`src/rtl/mul_i8_i8_i8.sv`:
```
// 8x8 -> 8 bit truncating multiplier built as a shift-and-add array.
// Define MUL_I8_OUTREG_EN to register y (1-cycle latency, sync reset to 0).
module mul_i8_i8_i8 (
  input  logic       clock,
  input  logic       reset,
  input  logic [7:0] a,
  input  logic [7:0] b,
  output logic [7:0] y
);

  logic [7:0][7:0] pp;
  logic [7:0]      prod;

  // Shifted-out bits only affect product bits >= 8, so each term is kept at 8 bits.
  genvar i;
  for (i = 0; i < 8; i++) begin : g_pp
    assign pp[i] = b[i] ? 8'(a << i) : 8'h00;
  end

  always_comb begin
    prod = 8'h00;
    for (int k = 0; k < 8; k++) prod = prod + pp[k];
  end

`ifdef MUL_I8_OUTREG_EN
  logic [7:0] y_d, y_q;

  always_comb begin
    y_d = prod;
    if (reset) y_d = 8'h00;
  end

  always_ff @(posedge clock) y_q <= y_d;

  assign y = y_q;
`else
  // Purely combinational: clock and reset intentionally have no effect.
  logic unused_clk_rst;
  assign unused_clk_rst = clock ^ reset;
  assign y = prod;
`endif

endmodule

```
`config.mk`:
```
export PLATFORM = sky130hd
export DESIGN_NAME = mul_i8_i8_i8
export DESIGN_NICKNAME = d
export VERILOG_FILES = /design/src/rtl/mul_i8_i8_i8.sv
export SDC_FILE = /design/constraint.sdc
export NUM_CORES = 1
export LEC_CHECK = 0
export ABC_AREA = 1
export ABC_CLOCK_PERIOD_IN_PS = 11400
export CAP_MARGIN = 15
export CORE_MARGIN = 2
export CORE_UTILIZATION = 36
export DETAILED_ROUTE_END_ITERATION = 8
export DONT_BUFFER_PORTS = 1
export PLACE_DENSITY_LB_ADDON = 0.1
export SYNTH_ARGS = -nofsm -noshare
export SYNTH_HDL_FRONTEND = slang
export SYNTH_SLANG_ARGS = --single-unit
```
`constraint.sdc`:
```
create_clock -name vclk -period 11.4
set_input_delay 2.28 -clock vclk [all_inputs]
set_output_delay 2.28 -clock vclk [all_outputs]
set_load 0.05 [all_outputs]
```
==> metrics.yaml <==
grt_pass1_vias: 707
start_util_pct: 37.56
crit_start: "a[5]"
seq_area_um2: 0
tightest_slew_ns: 0.4949
hp-class: "input pin to output port"
drv_slew: 0
critical_path.top_delay_family: "adder cells"
wl_mm: 1.816
fillers: 273
clkbuf_count: 0
drt_first_pass_iters: 4
power_density_nw_per_um2: 114.6
relSlewSlack_pct: 66.97
design.core.area_um2: 2455
cp_num_cells: 18
avgViaCountPerCell: 4.676
via_count: 823
drc: 0
gp_routability_congestion: 0.7258
endpoint: "y[7]"
yosysSeqAreaShare_pct: 0
crit_fanout: 4
grt_max_degree: 10
status: "finished clean"
end_kind: "output port"
dpl_cell_area_um2: 939.7
grt_overflow: 0
path_cells: "nand2_1 > inv_1 > fa_1 > fa_1 > inv_1 > fa_1 > inv_1 > ha_1 > ha_1 > fa_1 > nand2_1 > inv_1 > nor2_1 > nand3_1 > nand2_2 > xor2_1 > nand2_1 > nand2_1"
antenna_found_initial: 0
arrival_ns: 5.92
grt_pass1_wl_mm: 3.063
avgSynthCellArea_um2: 6.189
finalHoldViolations: 0
areaGrowthSynthToFinish_pct: 1.900
post_cts_resized: 0
cts_setup_buffers: 0
fin_crit_sh_pct: 71.94
diodes: 0
yosysWarningCount: 0
fin_nets: 190
syn_inst: 149
synth_area_um2: 922.1
setup_tns_ns: 0
drive_gt1_share_pct: 4.795
die_w_um: 54.61
fp.dieH_um: 54.61
ys_types: 10
fin_crit_ns: 8.201
syn_nets: 191
ios: 26
leakage_nw: 0.6396
hold_buffers: 0
antenna_left: 0
crit_type: "input pin to output port"
port_buffers: 0
seq_cells: 0
clock.fmax_mhz: 121.9
crit_path_start_kind: "input pin"
wl_per_cell_um: 10.32
final_area_um2: 939.7
fp-row-count: 18
required_ns: 9.12
drv_cap: 0
hpwlAfterDp_mm: 1.643
crit_path_max_incr_delay_ns: 0.54
die-area_um2: 2982
cp_slowest_cell: "fa_1"
grt_util_all_layers_pct: 13.80
setup_violations: 0
dr.first_iter.drc_count: 21
peakVddDrop_uv: 84.62
rsz0062_at_grt: "no"
cp_num_buf_inv: 4
-- report_power, final --
| group | total, W | internal [W] | switching [W] |
|---|---|---|---|
| logic | 0.000108 | 0.0000310 | 0.0000767 |
| registers | 0 | 0 | 0 |
| clock network | 0 | 0 | 0 |
| total | 0.000108 | 0.0000310 | 0.0000767 |
-- through the flow --
stage / util, % / hold WS, ns / setup slack [ns] / total power, W / cells
after global placement: 38.28 / 4.787 / 3.207 / 0.0001073 / 176
after floorplan: - / 4.935 / 3.217 / 0.00009937 / 149
after CTS: 38.28 / 4.787 / 3.156 / 0.0001094 / 176
after global routing: 38.28 / 4.790 / 2.965 / 0.0001198 / 176
final: 38.28 / 4.787 / 3.199 / 0.0001077 / 176
after detailed placement: 38.28 / 4.788 / 3.167 / 0.0001083 / 176
-- cell usage in the layout, fill, tap and decap left out, drive strengths merged --
cell type	n
fa	14
ha	10
inv	40
nand2	64
nand3	13
nor2	4
xor2	1
-- layout make-up --
cell class                      count  area (um^2)  share of cell area (%)
Multi-Input combinational cell    106        752.0                   80.03
Tap cell                           30        37.54                   3.995
Inverter                           40        150.1                   15.98
-- worst min path at each step --
stage,cells after the start,slack [ns],endpoint,startpoint
global route,2,4.79,y[0],b[0]
detailed placement,2,4.79,y[0],b[0]
CTS,2,4.79,y[0],b[0]
finish,2,4.79,y[0],b[0]
global placement,2,4.79,y[0],b[0]
floorplan,3,4.94,y[0],b[0]
-- synthesized netlist by cell type --
library cell,instances,area share (%)
inv_1,40,16
xor2_1,1,0.95
nand2_1,57,23
buf_4,2,1.6
nand2_2,7,4.7
buf_2,1,0.54
nand3_1,13,7.1
ha_1,10,14
nor2_1,4,1.6
fa_1,14,30
-- layer usage --
layer | share of wire (%) | vias up | global-route usage [%]
met1 | 44 | 379 | 19.30
met3 | 4.9 | 0 | 0.8197
met2 | 51 | 22 | 24.60
met4 | 0 | 0 | 0
met5 | 0 | - | 0
li1 | - | 422 | -
-- kinds of logic (layout without fill, tap and decap cells) --
group | after synthesis | after routing | share of synthesized area, %
simple gates | 81 | 81 | 36.63
fa+ha+maj | 24 | 24 | 43.96
xor+xnor | 1 | 1 | 0.9500
buf+inv | 43 | 40 | 18.45
Note: power is estimated with default switching activity, not from simulation.
